<file path="src/rtl/arith_unit_pkg.sv">
// Shared constants and types for the sign-magnitude arithmetic unit.
package au_pkg;

    localparam int AU_W    = 24;
    localparam int AU_FRAC = 14;
    localparam int MAG_MAX = (1 << (AU_W - 1)) - 1;

    localparam logic [1:0] OP_ADD = 2'b00;
    localparam logic [1:0] OP_SUB = 2'b01;
    localparam logic [1:0] OP_MUL = 2'b10;
    localparam logic [1:0] OP_DIV = 2'b11;

    localparam logic [1:0] YSEL_S     = 2'b00;
    localparam logic [1:0] YSEL_IMM   = 2'b01;
    localparam logic [1:0] YSEL_RECIP = 2'b10;

    typedef enum logic [1:0] {IDLE, RECIP, MUL, FIN} state_e;

endpackage

</file>
<file path="src/rtl/arith_unit_if.sv">
// Sequencer-facing request/response bundle of the arithmetic unit.
interface arith_unit_if #(
    parameter int W = 24
);
    logic         start;
    logic [W-1:0] R_in;
    logic [W-1:0] S_in;
    logic [W-1:0] Iimm_in;
    logic [1:0]   op_sel;
    logic [1:0]   mul_y_sel;
    logic [W-1:0] result;
    logic         done;
    logic         busy;

    modport master (
        output start, R_in, S_in, Iimm_in, op_sel, mul_y_sel,
        input  result, done, busy
    );

    modport slave (
        input  start, R_in, S_in, Iimm_in, op_sel, mul_y_sel,
        output result, done, busy
    );
endinterface

</file>
<file path="src/rtl/arith_unit_recip.sv">
// Iterative restoring divider producing the sign-magnitude reciprocal 2^(2*FRAC)/|divisor|.
// AU_ROUND_EN rounds the last quotient bit from the final remainder.
module au_recip
    import au_pkg::*;
#(
    parameter int W    = AU_W,
    parameter int FRAC = AU_FRAC
) (
    input  logic         clk,
    input  logic         rst_n,
    input  logic         start,
    input  logic [W-1:0] divisor,
    output logic [W-1:0] quotient,
    output logic         run,
    output logic         rdy
);
    localparam int MW = W - 1;
    localparam int CW = $clog2(MW);
    // Dividend bits above the quotient window; all lower dividend bits are zero.
    localparam logic [W-1:0] REM_INIT = W'(1) << (2 * FRAC - MW);

    logic [MW-1:0] d_q, q_q, q_d;
    logic [W-1:0]  rem_q, rem_d, rem_sh;
    logic [CW-1:0] cnt_q;
    logic          sign_q, sat_q, run_q, ge;

    assign rdy      = run_q && (cnt_q == CW'(MW - 1));
    assign run      = run_q;
    assign quotient = {sign_q, sat_q ? {MW{1'b1}} : q_q};

    always_comb begin
        rem_sh = {rem_q[W-2:0], 1'b0};
        ge     = (rem_sh >= {1'b0, d_q});
        rem_d  = ge ? (rem_sh - {1'b0, d_q}) : rem_sh;
        q_d    = {q_q[MW-2:0], ge};
`ifdef AU_ROUND_EN
        if (rdy && ({rem_d[W-2:0], 1'b0} >= {1'b0, d_q}) && (q_d != {MW{1'b1}}))
            q_d = q_d + MW'(1);
`endif
    end

    always_ff @(posedge clk or negedge rst_n) begin
        if (!rst_n) begin
            d_q    <= '0;
            q_q    <= '0;
            rem_q  <= '0;
            cnt_q  <= '0;
            sign_q <= 1'b0;
            sat_q  <= 1'b0;
            run_q  <= 1'b0;
        end else if (start) begin
            d_q    <= divisor[W-2:0];
            sign_q <= divisor[W-1];
            // A divisor no larger than the initial remainder overflows the quotient (covers zero).
            sat_q  <= (divisor[W-2:0] <= REM_INIT[W-2:0]);
            rem_q  <= REM_INIT;
            q_q    <= '0;
            cnt_q  <= '0;
            run_q  <= 1'b1;
        end else if (run_q) begin
            rem_q <= rem_d;
            q_q   <= q_d;
            cnt_q <= cnt_q + CW'(1);
            if (rdy)
                run_q <= 1'b0;
        end
    end

endmodule

</file>
<file path="src/rtl/arith_unit.sv">
// Sign-magnitude fixed-point ADD/SUB/MUL in one cycle, DIV via the iterative reciprocal.
// Define AU_ROUND_EN for round-half-up multiplication and a rounded reciprocal.
module arith_unit
    import au_pkg::*;
#(
    parameter int W    = AU_W,
    parameter int FRAC = AU_FRAC
) (
    input  logic        clk,
    input  logic        rst_n,
    arith_unit_if.slave bus
);
    localparam int MW = W - 1;
    localparam int PW = 2 * MW;
    localparam logic [MW-1:0] MAG_SAT = '1;

    state_e       state, state_d;
    logic         recip_start, recip_run, recip_rdy, use_recip, accept;
    logic [W-1:0] x_q, s_q, result_q, recip_q, y_sel;

    function automatic logic [W-1:0] sm_pack(input logic s, input logic [MW-1:0] m);
        return {s & (m != '0), m};
    endfunction

    function automatic logic [W-1:0] add_sm(input logic [W-1:0] x, input logic [W-1:0] y,
                                            input logic neg_y);
        logic          sx, sy, s;
        logic [MW-1:0] mx, my, m;
        logic [W-1:0]  sum;
        sx  = x[W-1];
        sy  = y[W-1] ^ neg_y;
        mx  = x[MW-1:0];
        my  = y[MW-1:0];
        sum = {1'b0, mx} + {1'b0, my};
        if (sx == sy) begin
            m = sum[W-1] ? MAG_SAT : sum[MW-1:0];
            s = sx;
        end else if (mx >= my) begin
            m = mx - my;
            s = sx;
        end else begin
            m = my - mx;
            s = sy;
        end
        return sm_pack(s, m);
    endfunction

    function automatic logic [W-1:0] mul_sm(input logic [W-1:0] x, input logic [W-1:0] y);
        logic [PW-1:0] prod, shifted;
        logic [MW-1:0] m;
        prod = PW'(x[MW-1:0]) * PW'(y[MW-1:0]);
`ifdef AU_ROUND_EN
        prod = prod + (PW'(1) << (FRAC - 1));
`endif
        shifted = prod >> FRAC;
        m = (|shifted[PW-1:MW]) ? MAG_SAT : shifted[MW-1:0];
        return sm_pack(x[W-1] ^ y[W-1], m);
    endfunction

    assign accept    = (state == IDLE) && bus.start;
    assign use_recip = (bus.op_sel == OP_DIV) ||
                       ((bus.op_sel == OP_MUL) && (bus.mul_y_sel == YSEL_RECIP));

    // ADD/SUB with the reciprocal select take the reciprocal left by the last divide.
    always_comb begin
        y_sel = bus.S_in;
        case (bus.mul_y_sel)
            YSEL_IMM:   y_sel = bus.Iimm_in;
            YSEL_RECIP: y_sel = recip_q;
            default:    y_sel = bus.S_in;
        endcase
    end

    always_ff @(posedge clk or negedge rst_n) begin
        if (!rst_n)
            state <= IDLE;
        else
            state <= state_d;
    end

    always_comb begin
        state_d = state;
        case (state)
            IDLE:    if (bus.start) state_d = use_recip ? RECIP : FIN;
            RECIP:   if (recip_rdy) state_d = MUL;
            MUL:     state_d = FIN;
            FIN:     state_d = IDLE;
            default: state_d = IDLE;
        endcase
    end

    always_comb begin
        bus.busy = (state == RECIP) || (state == MUL) || recip_run;
        bus.done = (state == FIN);
    end

    assign bus.result = result_q;

    always_ff @(posedge clk or negedge rst_n) begin
        if (!rst_n) begin
            x_q         <= '0;
            s_q         <= '0;
            result_q    <= '0;
            recip_start <= 1'b0;
        end else begin
            recip_start <= accept && use_recip;
            if (accept) begin
                x_q <= bus.R_in;
                s_q <= bus.S_in;
            end
            if (accept && !use_recip)
                result_q <= (bus.op_sel == OP_MUL) ? mul_sm(bus.R_in, y_sel)
                                                   : add_sm(bus.R_in, y_sel, bus.op_sel == OP_SUB);
            else if (state == MUL)
                result_q <= mul_sm(x_q, recip_q);
        end
    end

    au_recip #(.W(W), .FRAC(FRAC)) Mult_Inv (
        .clk      (clk),
        .rst_n    (rst_n),
        .start    (recip_start),
        .divisor  (s_q),
        .quotient (recip_q),
        .run      (recip_run),
        .rdy      (recip_rdy)
    );

endmodule

</file>
<file path="src/flat_wrapper.sv">
// flat-port wrapper written by rule: the top's interface ports become plain ports
module arith_unit_flat import au_pkg::*;
#(
    parameter int W    = AU_W,
    parameter int FRAC = AU_FRAC
)
  (clk, rst_n, bus_start, bus_R_in, bus_S_in, bus_Iimm_in, bus_op_sel, bus_mul_y_sel, bus_result, bus_done, bus_busy);
  arith_unit_if #(.W(W)) bus_i ();
  input  logic clk;
  input  logic rst_n;
  input wire logic [$bits(bus_i.start)-1:0] bus_start;
  input wire logic [$bits(bus_i.R_in)-1:0] bus_R_in;
  input wire logic [$bits(bus_i.S_in)-1:0] bus_S_in;
  input wire logic [$bits(bus_i.Iimm_in)-1:0] bus_Iimm_in;
  input wire logic [$bits(bus_i.op_sel)-1:0] bus_op_sel;
  input wire logic [$bits(bus_i.mul_y_sel)-1:0] bus_mul_y_sel;
  output wire logic [$bits(bus_i.result)-1:0] bus_result;
  output wire logic [$bits(bus_i.done)-1:0] bus_done;
  output wire logic [$bits(bus_i.busy)-1:0] bus_busy;
  assign bus_i.start = bus_start;
  assign bus_i.R_in = bus_R_in;
  assign bus_i.S_in = bus_S_in;
  assign bus_i.Iimm_in = bus_Iimm_in;
  assign bus_i.op_sel = bus_op_sel;
  assign bus_i.mul_y_sel = bus_mul_y_sel;
  assign bus_result = bus_i.result;
  assign bus_done = bus_i.done;
  assign bus_busy = bus_i.busy;
  arith_unit #(.W(W), .FRAC(FRAC)) u_core (.clk(clk), .rst_n(rst_n), .bus(bus_i));
endmodule
</file>
<file path="config.mk">
export PLATFORM = sky130hd
export DESIGN_NAME = arith_unit_flat
export DESIGN_NICKNAME = d
export VERILOG_FILES = /design/src/rtl/arith_unit_pkg.sv /design/src/rtl/arith_unit_if.sv /design/src/rtl/arith_unit_recip.sv /design/src/rtl/arith_unit.sv /design/src/flat_wrapper.sv
export SDC_FILE = /design/constraint.sdc
export NUM_CORES = 2
export LEC_CHECK = 0
export BUFFER_PORTS_ARGS = -buffer_cell sky130_fd_sc_hd__buf_4
export CAP_MARGIN = 20
export CORE_ASPECT_RATIO = 0.75
export CORE_MARGIN = 2
export CORE_UTILIZATION = 30
export CTS_CLUSTER_DIAMETER = 40
export DETAILED_ROUTE_END_ITERATION = 10
export PLACE_DENSITY = 0.48
export SETUP_SLACK_MARGIN = 0.1
export SYNTH_ARGS = -nofsm -noshare
export SYNTH_HDL_FRONTEND = slang
export SYNTH_SLANG_ARGS = --single-unit
</file>
<file path="constraint.sdc">
create_clock -name clk -period 13.1 [get_ports clk]
set_clock_uncertainty 0.1 [all_clocks]
set_input_delay 2.62 -clock clk [delete_from_list [all_inputs] [get_ports clk]]
set_output_delay 2.62 -clock clk [all_outputs]
set_load 0.01 [all_outputs]
</file>
==> out/metrics.cfg <==
[worst_setup_path]
endpoint_kind = flip-flop
critPathMaxFanout = 23
cp_data_arrival_time_ns = 12.63
slowest_delay_ns = 0.88
r2r-start = u_core.Mult_Inv.sat_q$_DFFE_PN0P_
cpMaxStageDelayCell = o21ai_2
crit_path_start_kind = primary input
crit_start = bus_mul_y_sel[0]
critPathRequiredTime_ns = 13.31
criticalPathCategory = in2reg

[sta]
maxSlewHeadroom_pct = 23.4
setup_tns_ns = 0
hold_viol = 0
worstMarginPinSlew_ns = 1.15
finalCritPeriodShare_pct = 94.8
setup_viol = 0
hold_slack_ns = 0.395
fmax_mhz = 80.5
slew_violations = 0
period_minus_slack_ns = 12.42
rsz0062_at_grt = no
fin_ws_ns = 0.679

[grt]
grt_pass1_vias = 38600
antenna_found_initial = 11
grt_max_degree = 93
grt_pass1_wl_mm = 266
grt_use_total_pct = 23.2
grt_overflow = 0

[clock_tree]
clock_tree.root_cell = clkbuf_16
clk_latency_ns = 0.47
clk_pin_slew_ns = 0.08
numCtsBuffers = 17
cts_resized = 0
cts_setup_buffers = 0
max-clock-path-buffers = 2
cts_tree = yes
ctsHtreeMaxLevel = 4
cts_sinks = 152
cts_hold_buf = 0

[cells_and_area]
layout-drive-gt1-share_pct = 7.00
final_nets = 6764
final_cells = 7406
syn_to_final_growth_pct = 8.66

[synth]
yosysSeqAreaShare_pct = 8.30
avgSynthCellArea_um2 = 8.48
syn_nets = 6799
synth_area_leader_cell = fa_1
syn_inst = 5404
syn_area_um2 = 45800
yosys_most_used_dff = dfrtp_1
ys_ff_latch = 152
synth_top_area_share_pct = 38.4
synth_cell_types = 82
synth_edf_count = 0
ys_top_cells_by_area = fa_1, ha_1, inv_1
async_reset_ff_share_pct = 100
yosys_warnings = 0

[power_and_ir_drop]
p_leak_nw = 24.0
p_total_mw = 11.6
peakVddDrop_mv = 0.569
pwr_density_cell_nw_per_um2 = 234

[drt]
drt_iter0_drc = 3516
wl_mm = 179
viasPerCell = 5.07
wl_per_cell_um = 24.2
drc = 0
via_count = 37600
drt-pass1-iter-count = 5
drtAntennaViolNets = 0

[placement]
portBuffers = 104
dp_cells = 7364
place_congestion = 1.00
hpwl_mm = 147
dp_slack_ns = 0.385

[floorplanning]
rows = 124
pin_count = 105
dieArea_um2 = 156000
core_area_um2 = 152000
start_util_pct = 30.1
dieWidth_um = 455
die_height_um = 342

[min_path]
hp-start = u_core.x_q[12]$_DFFE_PN0P_
worstHoldPathType = reg2reg

[run_status]
status = complete, no violations

[job]
max_cap_violations = 0

critical path, delay by kind of cell:
family                   cells  cell delay, ns
adder cells (fa/ha/maj)      9            3.92
AND/OR/NAND/NOR              8            2.57
AO/OA/AOI/OAI                5            2.28
buffers and inverters        9            0.93
XOR/XNOR                     1            0.26
cells in the mapped netlist, types with 28 or more instances:
library cell / count
mux2_2: 36
and2_1: 124
inv_1: 1097
a211oi_1: 31
nand3_1: 33
o221ai_1: 30
nand2_1: 787
a21oi_1: 186
a21o_1: 73
o21ai_0: 165
fa_1: 878
clkbuf_1: 285
xnor2_1: 52
nor3_1: 30
nor2b_1: 87
or2_2: 28
dfrtp_1: 152
nor2_1: 387
ha_1: 438
xor2_1: 37
mux2i_1: 51
power breakdown:
| group | switching, mW | internal [mW] | total [mW] |
|---|---|---|---|
| registers | 0 | 0.469 | 0.469 |
| logic | 7.01 | 3.64 | 10.6 |
| clock network | 0.256 | 0.256 | 0.512 |
final timing paths:
| check | to | slack (ns) | cells past startpoint |
|---|---|---|---|
| setup reg to reg | u_core.bus.result[23]$_DFFE_PN0P_ | 1.92 | 30 |
| setup / recovery | u_core.bus.result[23]$_DFFE_PN0P_ | 0.68 | 32 |
| max in group asynchronous | u_core.recip_start$_DFF_PN0_ | 9.26 | 2 |
| hold / removal | u_core.x_q[12]$_DFFE_PN0P_ | 0.39 | 2 |
| hold reg to reg | u_core.x_q[12]$_DFFE_PN0P_ | 0.39 | 2 |
| min in group asynchronous | u_core.Mult_Inv.rem_q[3]$_DFFE_PN0P_ | 2.12 | 1 |
layer usage:
metal	vias to the layer above	global-route usage [%]	routed length, µm
li1	16700	-	-
met1	19300	35.5	85300
met2	1416	33.0	72600
met3	173	4.74	15900
met4	8	5.61	5260
met5	-	0	94
metrics by stage:
| stage | util [%] | area [µm²] |
|---|---|---|
| finish | 32.8 | 49800 |
| global route | 32.7 | 49800 |
| CTS | 32.7 | 49700 |
| detailed placement | 32.3 | 49100 |
| global placement | 32.3 | 49100 |
| floorplan | - | 45800 |
flip-flops by register name (all words and copies together), names as in the netlist:
signal	cells
u_core.bus.result	24
u_core.s_q	24
u_core.x_q	24
u_core.Mult_Inv.d_q	23
u_core.Mult_Inv.q_q	23
u_core.Mult_Inv.rem_q	23
u_core.Mult_Inv.cnt_q	5
u_core.state	2
u_core.Mult_Inv.run	1
u_core.Mult_Inv.sat_q	1
u_core.Mult_Inv.sign_q	1
u_core.recip_start	1
cells in the final DEF, fill, tap and decap left out, drive strengths merged, types with 73 or more instances in the layout:
| master | count |
|---|---|
| buf | 241 |
| nor2 | 387 |
| and2 | 125 |
| dfrtp | 152 |
| fa | 878 |
| o21ai | 189 |
| nand2 | 787 |
| a21oi | 186 |
| nor2b | 87 |
| inv | 1110 |
| a21o | 73 |
| ha | 438 |
final cells by class:
class	instances	area, µm²
Fill cell	16000	102000
Multi-Input combinational cell	3847	36800
Inverter	1110	4170
Sequential cell	152	3810
Tap cell	2016	2520
Timing Repair Buffer	241	1870
Clock buffer	18	429
Clock inverter	14	155
Antenna cell	8	20.0
kinds of logic after synthesis:
group	share of synthesized area (%)
and+or+nand+nor	15.5
buffers and inverters	11.6
adders and majority gates	50.3
AOI/OAI and AO/OA	10.7
DFF	8.30
xor gates and xnor gates	1.70
muxes	2.00
Power figures use the tool's default switching activity.
